File: src/rtl/dds_pkg.sv
// dds_pkg: shared FSM encoding, config address map and default widths
// for the DDS frequency/amplitude sweep controller.
package dds_pkg;

  localparam int FW_WIDTH_DEF    = 28;
  localparam int DAC_WIDTH_DEF   = 12;
  localparam int DWELL_WIDTH_DEF = 16;
  localparam int CFG_ADDR_WIDTH  = 3;
  localparam int CFG_DATA_WIDTH  = 32;

  localparam logic [CFG_ADDR_WIDTH-1:0] CFG_F_START = 3'd0;
  localparam logic [CFG_ADDR_WIDTH-1:0] CFG_F_STOP  = 3'd1;
  localparam logic [CFG_ADDR_WIDTH-1:0] CFG_F_STEP  = 3'd2;
  localparam logic [CFG_ADDR_WIDTH-1:0] CFG_DWELL   = 3'd3;
  localparam logic [CFG_ADDR_WIDTH-1:0] CFG_AMPL    = 3'd4;
  localparam logic [CFG_ADDR_WIDTH-1:0] CFG_MODE    = 3'd5;

  typedef enum logic {
    IDLE  = 1'b0,
    DWELL = 1'b1
  } sweepState_e;

  typedef enum logic {
    DIR_UP   = 1'b0,
    DIR_DOWN = 1'b1
  } sweepDir_e;

endpackage

File: src/rtl/dds_dwell_timer.sv
// dds_dwell_timer: loadable down-counter that saturates at zero and flags
// when the current sweep point has used up its dwell.
module dds_dwell_timer #(
  parameter int WIDTH = 16
) (
  input  logic             clk,
  input  logic             rst_n,
  input  logic             load_i,
  input  logic             en_i,
  input  logic [WIDTH-1:0] loadVal_i,
  output logic             zero_o
);

  logic [WIDTH-1:0] count_q;

  always_ff @(posedge clk or negedge rst_n) begin
    if (!rst_n) begin
      count_q <= '0;
    end else if (load_i) begin
      count_q <= loadVal_i;
    end else if (en_i && (count_q != '0)) begin
      count_q <= count_q - WIDTH'(1);
    end
  end

  assign zero_o = (count_q == '0);

endmodule

File: src/rtl/dds_sweep_ctrl.sv
// dds_sweep_ctrl: config register file plus a stepped frequency sweep that
// drives the DDS tuning and amplitude words. DDS_SWEEP_PINGPONG_EN adds a
// down leg that returns from f_stop to f_start.
module dds_sweep_ctrl
  import dds_pkg::*;
#(
  parameter int FW_WIDTH    = FW_WIDTH_DEF,
  parameter int DAC_WIDTH   = DAC_WIDTH_DEF,
  parameter int DWELL_WIDTH = DWELL_WIDTH_DEF
) (
  input  logic                      clk,
  input  logic                      rst_n,
  input  logic                      cfg_valid,
  output logic                      cfg_ready,
  input  logic [CFG_ADDR_WIDTH-1:0] cfg_addr,
  input  logic [CFG_DATA_WIDTH-1:0] cfg_data,
  input  logic                      start,
  input  logic                      abort,
  output logic [FW_WIDTH-1:0]       Freq_KW,
  output logic [DAC_WIDTH-1:0]      Ampl_KW,
  output logic                      kw_update,
  output logic                      busy,
  output logic                      done
);

  sweepState_e           state_q;
  logic [FW_WIDTH-1:0]   fStart_q;
  logic [FW_WIDTH-1:0]   fStop_q;
  logic [FW_WIDTH-1:0]   fStep_q;
  logic [DWELL_WIDTH-1:0] dwell_q;
  logic [DAC_WIDTH-1:0]  cfgAmpl_q;
  logic                  mode_q;
  logic [FW_WIDTH-1:0]   freqKw_q;
  logic [DAC_WIDTH-1:0]  amplKw_q;
  logic                  kwUpdate_q;
  logic                  done_q;

  logic                  cfgWrite;
  logic                  startAccept;
  logic                  dwellZero;
  logic                  expire;
  logic                  atTop;
  logic [FW_WIDTH:0]     upSum;
  logic [FW_WIDTH-1:0]   upNext;
  logic                  unusedCfgBits;

`ifdef DDS_SWEEP_PINGPONG_EN
  sweepDir_e             dir_q;
  logic                  atBottom;
  logic [FW_WIDTH:0]     downDiff;
  logic [FW_WIDTH-1:0]   downNext;
`endif

  assign cfgWrite    = cfg_valid && (state_q == IDLE);
  assign startAccept = (state_q == IDLE) && start && !abort;
  assign expire      = (state_q == DWELL) && !abort && dwellZero;
  assign unusedCfgBits = ^cfg_data;

  always_ff @(posedge clk or negedge rst_n) begin
    if (!rst_n) begin
      fStart_q  <= '0;
      fStop_q   <= '0;
      fStep_q   <= '0;
      dwell_q   <= '0;
      cfgAmpl_q <= '0;
      mode_q    <= 1'b0;
    end else if (cfgWrite) begin
      case (cfg_addr)
        CFG_F_START: fStart_q  <= cfg_data[FW_WIDTH-1:0];
        CFG_F_STOP:  fStop_q   <= cfg_data[FW_WIDTH-1:0];
        CFG_F_STEP:  fStep_q   <= cfg_data[FW_WIDTH-1:0];
        CFG_DWELL:   dwell_q   <= cfg_data[DWELL_WIDTH-1:0];
        CFG_AMPL:    cfgAmpl_q <= cfg_data[DAC_WIDTH-1:0];
        CFG_MODE:    mode_q    <= cfg_data[0];
        default:     ;
      endcase
    end
  end

  // Step sums are one bit wider so a wrap past the top of the word clamps
  // to f_stop instead of landing back near zero; a zero step jumps straight
  // to the end of the leg rather than stalling.
  always_comb begin
    upSum  = {1'b0, freqKw_q} + {1'b0, fStep_q};
    upNext = upSum[FW_WIDTH-1:0];
    if ((fStep_q == '0) || (upSum >= {1'b0, fStop_q})) begin
      upNext = fStop_q;
    end
  end

  assign atTop = (freqKw_q >= fStop_q);

`ifdef DDS_SWEEP_PINGPONG_EN
  always_comb begin
    downDiff = {1'b0, freqKw_q} - {1'b0, fStep_q};
    downNext = downDiff[FW_WIDTH-1:0];
    if ((fStep_q == '0) || downDiff[FW_WIDTH] || (downDiff[FW_WIDTH-1:0] <= fStart_q)) begin
      downNext = fStart_q;
    end
  end

  assign atBottom = (freqKw_q <= fStart_q);
`endif

  dds_dwell_timer #(
    .WIDTH(DWELL_WIDTH)
  ) u_dwellTimer (
    .clk      (clk),
    .rst_n    (rst_n),
    .load_i   (startAccept || expire),
    .en_i     ((state_q == DWELL) && !abort),
    .loadVal_i(dwell_q),
    .zero_o   (dwellZero)
  );

  always_ff @(posedge clk or negedge rst_n) begin
    if (!rst_n) begin
      state_q    <= IDLE;
      freqKw_q   <= '0;
      amplKw_q   <= '0;
      kwUpdate_q <= 1'b0;
      done_q     <= 1'b0;
`ifdef DDS_SWEEP_PINGPONG_EN
      dir_q      <= DIR_UP;
`endif
    end else begin
      kwUpdate_q <= 1'b0;
      done_q     <= 1'b0;
      case (state_q)
        IDLE: begin
          if (startAccept) begin
            freqKw_q   <= fStart_q;
            amplKw_q   <= cfgAmpl_q;
            kwUpdate_q <= 1'b1;
            state_q    <= DWELL;
`ifdef DDS_SWEEP_PINGPONG_EN
            dir_q      <= DIR_UP;
`endif
          end
        end
        DWELL: begin
          if (abort) begin
            state_q <= IDLE;
          end else if (dwellZero) begin
`ifdef DDS_SWEEP_PINGPONG_EN
            // A range with f_stop <= f_start has no down leg to bounce into.
            if (dir_q == DIR_UP) begin
              if (!atTop) begin
                freqKw_q   <= upNext;
                kwUpdate_q <= 1'b1;
              end else if (!atBottom) begin
                dir_q      <= DIR_DOWN;
                freqKw_q   <= downNext;
                kwUpdate_q <= 1'b1;
              end else if (mode_q) begin
                freqKw_q   <= fStart_q;
                kwUpdate_q <= 1'b1;
              end else begin
                state_q <= IDLE;
                done_q  <= 1'b1;
              end
            end else begin
              if (!atBottom) begin
                freqKw_q   <= downNext;
                kwUpdate_q <= 1'b1;
              end else if (mode_q) begin
                dir_q      <= DIR_UP;
                freqKw_q   <= upNext;
                kwUpdate_q <= 1'b1;
              end else begin
                state_q <= IDLE;
                done_q  <= 1'b1;
              end
            end
`else
            if (!atTop) begin
              freqKw_q   <= upNext;
              kwUpdate_q <= 1'b1;
            end else if (mode_q) begin
              freqKw_q   <= fStart_q;
              kwUpdate_q <= 1'b1;
            end else begin
              state_q <= IDLE;
              done_q  <= 1'b1;
            end
`endif
          end
        end
        default: state_q <= IDLE;
      endcase
    end
  end

  assign Freq_KW   = freqKw_q;
  assign Ampl_KW   = amplKw_q;
  assign kw_update = kwUpdate_q;
  assign done      = done_q;
  assign busy      = (state_q != IDLE);
  assign cfg_ready = (state_q == IDLE);

endmodule

File: config.mk
export PLATFORM = sky130hd
export DESIGN_NAME = dds_sweep_ctrl
export DESIGN_NICKNAME = d
export VERILOG_FILES = /design/src/rtl/dds_pkg.sv /design/src/rtl/dds_dwell_timer.sv /design/src/rtl/dds_sweep_ctrl.sv
export SDC_FILE = /design/constraint.sdc
export NUM_CORES = 1
export LEC_CHECK = 0
export ABC_AREA = 1
export ABC_CLOCK_PERIOD_IN_PS = 8500
export CAP_MARGIN = 25
export CELL_PAD_IN_SITES_DETAIL_PLACEMENT = 2
export CELL_PAD_IN_SITES_GLOBAL_PLACEMENT = 2
export CORE_MARGIN = 4
export CORE_UTILIZATION = 38
export DETAILED_ROUTE_END_ITERATION = 7
export GPL_TIMING_DRIVEN = 1
export PLACE_DENSITY_LB_ADDON = 0.1
export SLEW_MARGIN = 20
export SYNTH_ARGS = -nofsm -noshare
export SYNTH_HDL_FRONTEND = slang
export SYNTH_HIERARCHICAL = 1
export SYNTH_SLANG_ARGS = --single-unit
File: constraint.sdc
create_clock -name clk -period 8.5 [get_ports clk]
set_clock_uncertainty 0.1 [all_clocks]
set_input_delay 0.85 -clock clk [delete_from_list [all_inputs] [get_ports clk]]
set_output_delay 0.85 -clock clk [all_outputs]
set_load 0.05 [all_outputs]
* Yosys cells after proc, flatten, opt, wreduce, memory -nomap -nowiden
Index checks and enable logic that the tools add are counted.
Word-level totals: flip-flop bits (word level) 172, input bits 40, output and inout bits 44, logic and storage cells 71
Cells by class: $add $sub $neg 2, magnitude comparators 2, equal/unequal tests 9, muxes and demuxes 23, bitwise gates (word level) 1, reductions and logical operators 22
Operator list (count):
- 28-bit two-way mux | 6
- 28-bit one-hot mux with 2 select lines | 1
- 16-bit two-way mux | 2
- 28-bit by 28-bit adder with 29-bit output | 1
- 29-bit by 28-bit greater-or-equal comparator with 1-bit output | 1
- 28-bit greater-or-equal comparator | 1
- 28-bit logical NOT | 1
- 16-bit logical NOT | 1
- 16-bit nonzero test | 1
- 16-bit by 1-bit subtractor with 16-bit output (second input constant) | 1
- 2-bit AND reduction | 7
- 1-bit two-way mux | 12
- 3-bit by 2-bit equality test with 1-bit output (second input constant) | 2
- 3-bit equality test (second input constant) | 2
- 1-bit logical AND | 6
- 2-bit by 1-bit != test with 1-bit output (second input constant) | 2
- 1-bit one-hot mux with 2 select lines | 2
- 4-bit AND reduction | 1
- 3-bit by 1-bit equality test with 1-bit output (second input constant) | 1
- 3-bit logical NOT | 1
- 3-bit != test (second input constant) | 1
- 1-bit logical OR | 2
- 2-bit != test (second input constant) | 1
- 2-bit nonzero test | 1
- 2 further kinds | 2

* Logic depth before layout (Yosys ltp)
depth after elaboration 8, gate-level depth with buffers 27, depth with buffers taken out 27

* By module
Netlist, hierarchy kept.
Modules (own cells, without submodules):
- dds_sweep_ctrl | times used 1, cells an instance 1273, area an instance 9819.4 µm², seq. area each 3903.7 µm²
- dds_dwell_timer | times used 1, cells an instance 183, area an instance 1255.0 µm², seq. area each 400.4 µm²

* Least setup slack after synthesis
OpenSTA, ideal clock, no wires.
path kind reg2reg, from register freqKw_q[0], in the netlist Freq_KW[0], to register freqKw_q[15], in the netlist Freq_KW[15], arrival time 3.516 ns, slack 4.766 ns, stages on the path, launching flop included 24, path buffers 2, clock period less this slack 3.734 ns, cells stage by stage dfrtp_1 ha_1 fa_1 nand3_1 nand2_1 nand2_1 nand2_1 nand2_1 nand2_1 nand2_1 o21bai_1 xor2_1 ha_1 nand2_1 nor3_1 nand3_1 nand3_1 nand3_2 buf_6 buf_6 nand3_2 nand3_1 nand3_1 nand2_1
Between the ends: word-level cells in the longest chain between the ends 8, elaborated cells between the ends (all ways) 11, classes of those cells add/sub: 1; order compare: 2; eq/ne: 1; mux: 5; reduce/logical: 2
Ends and longest elaborated chain:
- start, declared | line dds_sweep_ctrl.sv:33 | logic [FW_WIDTH-1:0] freqKw_q;
- start signal, assigned | line dds_sweep_ctrl.sv:132 | freqKw_q <= fStart_q;
- start signal, assigned | line dds_sweep_ctrl.sv:177 | freqKw_q <= upNext;
- start signal, assigned | line dds_sweep_ctrl.sv:180 | freqKw_q <= fStart_q;
- 28-bit by 28-bit adder with 29-bit output | line dds_sweep_ctrl.sv:84 | upSum = {1'b0, freqKw_q} + {1'b0, fStep_q};
- 29-bit by 28-bit greater-or-equal comparator with 1-bit output | line dds_sweep_ctrl.sv:86 | if ((fStep_q == '0) || (upSum >= {1'b0, fStop_q})) begin
- 1-bit logical OR | line dds_sweep_ctrl.sv:86
- 28-bit two-way mux | line dds_sweep_ctrl.sv:86
- 28-bit two-way mux | line dds_sweep_ctrl.sv:176 | if (!atTop) begin
- 28-bit two-way mux | line dds_sweep_ctrl.sv:144 | end else if (dwellZero) begin
- 28-bit two-way mux | line dds_sweep_ctrl.sv:142 | if (abort) begin
- 28-bit one-hot mux with 2 select lines | line dds_sweep_ctrl.sv:129 | case (state_q)
Parallel ways exist; a longest one is shown, timed or not. The select of a mux whose other input is x is not followed. A chain may end at the register's enable or synchronous reset.

* Worst setup path in the final report
from register freqKw_q[2], in the netlist Freq_KW[2], to register freqKw_q[25], in the netlist Freq_KW[25]
Same word-level chain as after synthesis.

==> results <==
- Max-cap violations in this run came to 0.
- The number of inserted filler cells in the final layout is 3328.
- Clock latency on the worst-skew pair, taken at its later pin, is 0.46 ns.
- Measured in cells, the most critical reg-to-reg path has a length of 20.
- At the end of the flow, the number of nets in the layout was 1643.
- The run finished with clean final reports.
- The clock buffer count from CTS is 17.
- The gate count of the mapped netlist is 1456.
- The worst path needs 5.29 ns of the cycle, external delays included.
- The required arrival time at the worst endpoint is 8.75 ns.
- Summing over every cut layer, the via total after detailed routing is 10200.
- The launching element type of the critical path is a flop.
- The number of failing hold endpoints at the final stage is 0.
- Setup repair after global routing left no endpoint under its margin.
- The post-synthesis net count is 1582.
- The number of global-route vias before repair is 11400.
- The share of total power dissipated in combinational logic is 0.587.
- The HPWL after detailed placement is 28.0 mm.
- Wires add up to 39.3 mm.
- The class of the tightest hold or removal check is in -> async.
- Dividing total power by cell area gives a power density of 406 mW/mm^2.
- The TritonCTS clock tree is yes.
- 0 antenna diodes ended up in the layout.
- Timing would allow up to 189 MHz.
- The worst-case hold slack is 0.285 ns.
- The worst-case IR drop observed on VDD is 0.347 mV.
- The number of design rule violations left after detail routing is 0.
- The leftover overflow at the end of global routing is 0.
- The netlist uses 43 different library cells.
- The routed wirelength normalized by instance count is 20.5 microns.
- The final sum of negative setup slack is 0 ns.
- The critical path arrival is 5.54 ns.
- Entering global routing, the biggest net connects 65 pins.
- The share of total power dissipated in the clock network is 0.163.
- The first global-routing pass estimated 62.9 mm of wire.
- The clock net in this run drives a total of 172 sinks.
- The first TritonRoute pass finished after 6 iterations.
- The number of I/O pins is 84.
- Hold repair after CTS inserted 0 buffers.
- The site row count is 62.
- The count of placed standard cells including taps is 1880.
- The number of antenna violations at the first check in global routing was 1.
- The category of the most critical setup path is reg -> reg.
- The via-per-instance ratio is 5.33.
- Once detail routing completed, the nets flagged for antenna violations numbered 0.
- The synthesis-to-finish area growth is 16.0%.
- Clock tree synthesis selected as its root buffer the cell clkbuf_16.
- The analysis attributes to net switching a power of 2710 uW.
- The clock edge transition at the registers on the reported setup and hold paths is 0.08 ns.
- The violation count after the first detailed-route iteration is 416.
- The number of pins with negative max-slew slack in the final report was 0.
- The most frequent standard cell in the layout excluding fill and tap cells is nand2_1.
- The fraction of the cycle the final worst path needs is 0.623.
- In this run the tool buffered the top-level ports with 79 buffer cells.
- The starting density of the core is 0.386.
- Routability-driven placement finished with a final weighted congestion of 0.845.
- In this run the static leakage power is 0.00648 uW.
- The worst setup path is captured at a flop.
- The most used flip-flop cell after synthesis is dfrtp_1.
- The final instance area is 0.0128 sq mm.
- For this run, the total global-route usage over all layers was measured as 0.254.
- In this run the horizontal extent of the chip is 179 microns.
- The count of buffers added by post-CTS timing repair for setup is 0.
- The H-tree was split into 4 levels.
- At the pin with the least slew margin, the transition time is 0.835 ns.
- The proportion of total power due to net switching is 0.519.
- The number of gates resized after CTS is 0.
- The share of synthesized registers carrying an async set or reset is 1.00.
- The cell internal power dissipation is 2510 uW.
- In this run the worst path has a maximum fanout of 28.
- The die is 179 microns tall.
- The share of final-layout standard cells stronger than drive strength 1 is 0.103.
- The core area is 0.0287 sq mm.
- The share of the Yosys chip area taken by registers is 0.389.
- After synthesis the netlist holds a flip-flop and latch count of 172.
- The instance area at placement is 0.0122 sq mm.
- The post-synthesis instance area is 0.0111 sq mm.
- The top cell types in the final layout, fill and taps aside, are 442 x nand2_1, 172 x dfrtp_1, 129 x o21ai_0.
- Yosys mapped a number of flops with a built-in enable equal to 0.
- The die footprint is 0.0319 sq mm.
- The worst slew slack as a fraction of its limit is 0.443.
- The clock passes through at most 2 buffers.
- The final number of setup-violating endpoints is 0.
- The average instance area after synthesis is 7.61 sq um.
- The share of total power dissipated in sequential elements is 0.250.
- The non-filler instance count after layout is 1914.
- The count of synthesis-stage warnings from yosys is 6.
==> power groups by stage <==
stage | registers [uW] | logic [uW] | clock network [uW]
detailed placement | 1310 | 3010 | 0
CTS | 1310 | 3060 | 865
global placement | 1300 | 2860 | 0
global route | 1340 | 3420 | 904
finish | 1310 | 3060 | 850
floorplan | 1490 | 1920 | 0
==> cell usage after synthesis, types with 3 or more instances <==
master    count  area, sq um
buf_4         4         30.0
xnor2_1       4         35.0
nand3_2      22          220
clkbuf_1     30          113
nand3_4       3         52.6
a21o_1        5         37.5
o21ai_0     129          646
nor2_2       13         81.3
o21ai_1       3         15.0
o21bai_1      8         60.1
dfrtp_1     172         4300
a21oi_1      47          235
buf_2         5         25.0
nand2_2      15         93.8
nor2_4        4         45.0
nor2_1      100          375
nand2_1     444         1670
nand2_4       3         33.8
buf_6         6         67.6
nand3_1     116          581
or2_2        28          175
inv_1       128          480
a21oi_2       7         61.3
inv_2        10         37.5
nand4_1      15         93.8
ha_1         85         1060
o21ai_2       3         26.3
nor3_1        9         45.0
xor2_1       20          175
==> worst paths after layout <==
kind / start / slack [ns] / to
max: Freq_KW[2] / 3.21 / Freq_KW[25]
min: rst_n / 0.28 / fStart_q[16]
max reg2reg: Freq_KW[2] / 3.21 / Freq_KW[25]
min reg2reg: Ampl_KW[1] / 0.38 / Ampl_KW[1]
max in group asynchronous: rst_n / 6.11 / Freq_KW[2]
min in group clk: Ampl_KW[1] / 0.38 / Ampl_KW[1]
==> layout make-up <==
cell class / count / area [sq um] / share of cell area
clock buffers: 17 / 425 / 0.0331
clock inverters: 15 / 198 / 0.0154
inverters: 138 / 518 / 0.0403
multi-input cells: 1099 / 6000 / 0.467
flip-flops and latches: 172 / 4300 / 0.335
well taps: 384 / 480 / 0.0374
repair buffers: 89 / 927 / 0.0722
==> stage by stage <==
step	worst slack, ns	total power (uW)	util
final	3.21	5220	0.448
after global routing	2.83	5660	0.448
after CTS	2.71	5240	0.446
after detailed placement	2.84	4320	0.424
after global placement	3.04	4160	0.423
after floorplan	4.77	3410	-
==> routing by layer <==
layer  up-vias  global-route usage  wire length [microns]
met5         -                   0                      0
met4         0              0.0681                    569
met3        36              0.0291                   1010
met2       134               0.429                  19000
met1      5175               0.347                  18700
li1       4848                   -                      -
==> sequential cells by signal (all words and copies together) (netlist names) <==
name                  cells
fStart_q                 28
dwell_q                  16
fStop_q                  28
done                      1
busy                      1
Freq_KW                  28
mode_q                    1
cfgAmpl_q                12
fStep_q                  28
kw_update                 1
Ampl_KW                  12
u_dwellTimer/count_q     16
==> worst max-delay path, stage by stage, from the launching register on <==
cell and delay (ns):
dfrtp_1 0.47, ha_1 0.39, a21oi_1 0.14, nand2_1 0.12, a21boi_0 0.49, o21ai_1 0.30, a21oi_1 0.28, xnor2_1 0.14
ha_1 0.29, nand2_1 0.10, nor3_1 0.42, nand3_1 0.14, nand3_1 0.12, nand3_2 0.46, buf_16 0.37, nand3_4 0.39
nand2_1 0.12, nand3_1 0.12, nand2_1 0.08, nand2_1 0.08, nand2_1 0.07
==> cells by family (layout without fill, tap and decap cells) <==
logic type / Yosys count / after routing / synth area share
AO/OA/AOI/OAI: 212 / 212 / 0.105
XOR/XNOR: 24 / 24 / 0.0190
adder cells (fa/ha/maj): 86 / 86 / 0.0978
buffers and inverters: 185 / 259 / 0.0716
flip-flops: 172 / 172 / 0.389
AND/OR/NAND/NOR: 777 / 777 / 0.318
(Power assumes the default switching activity.)
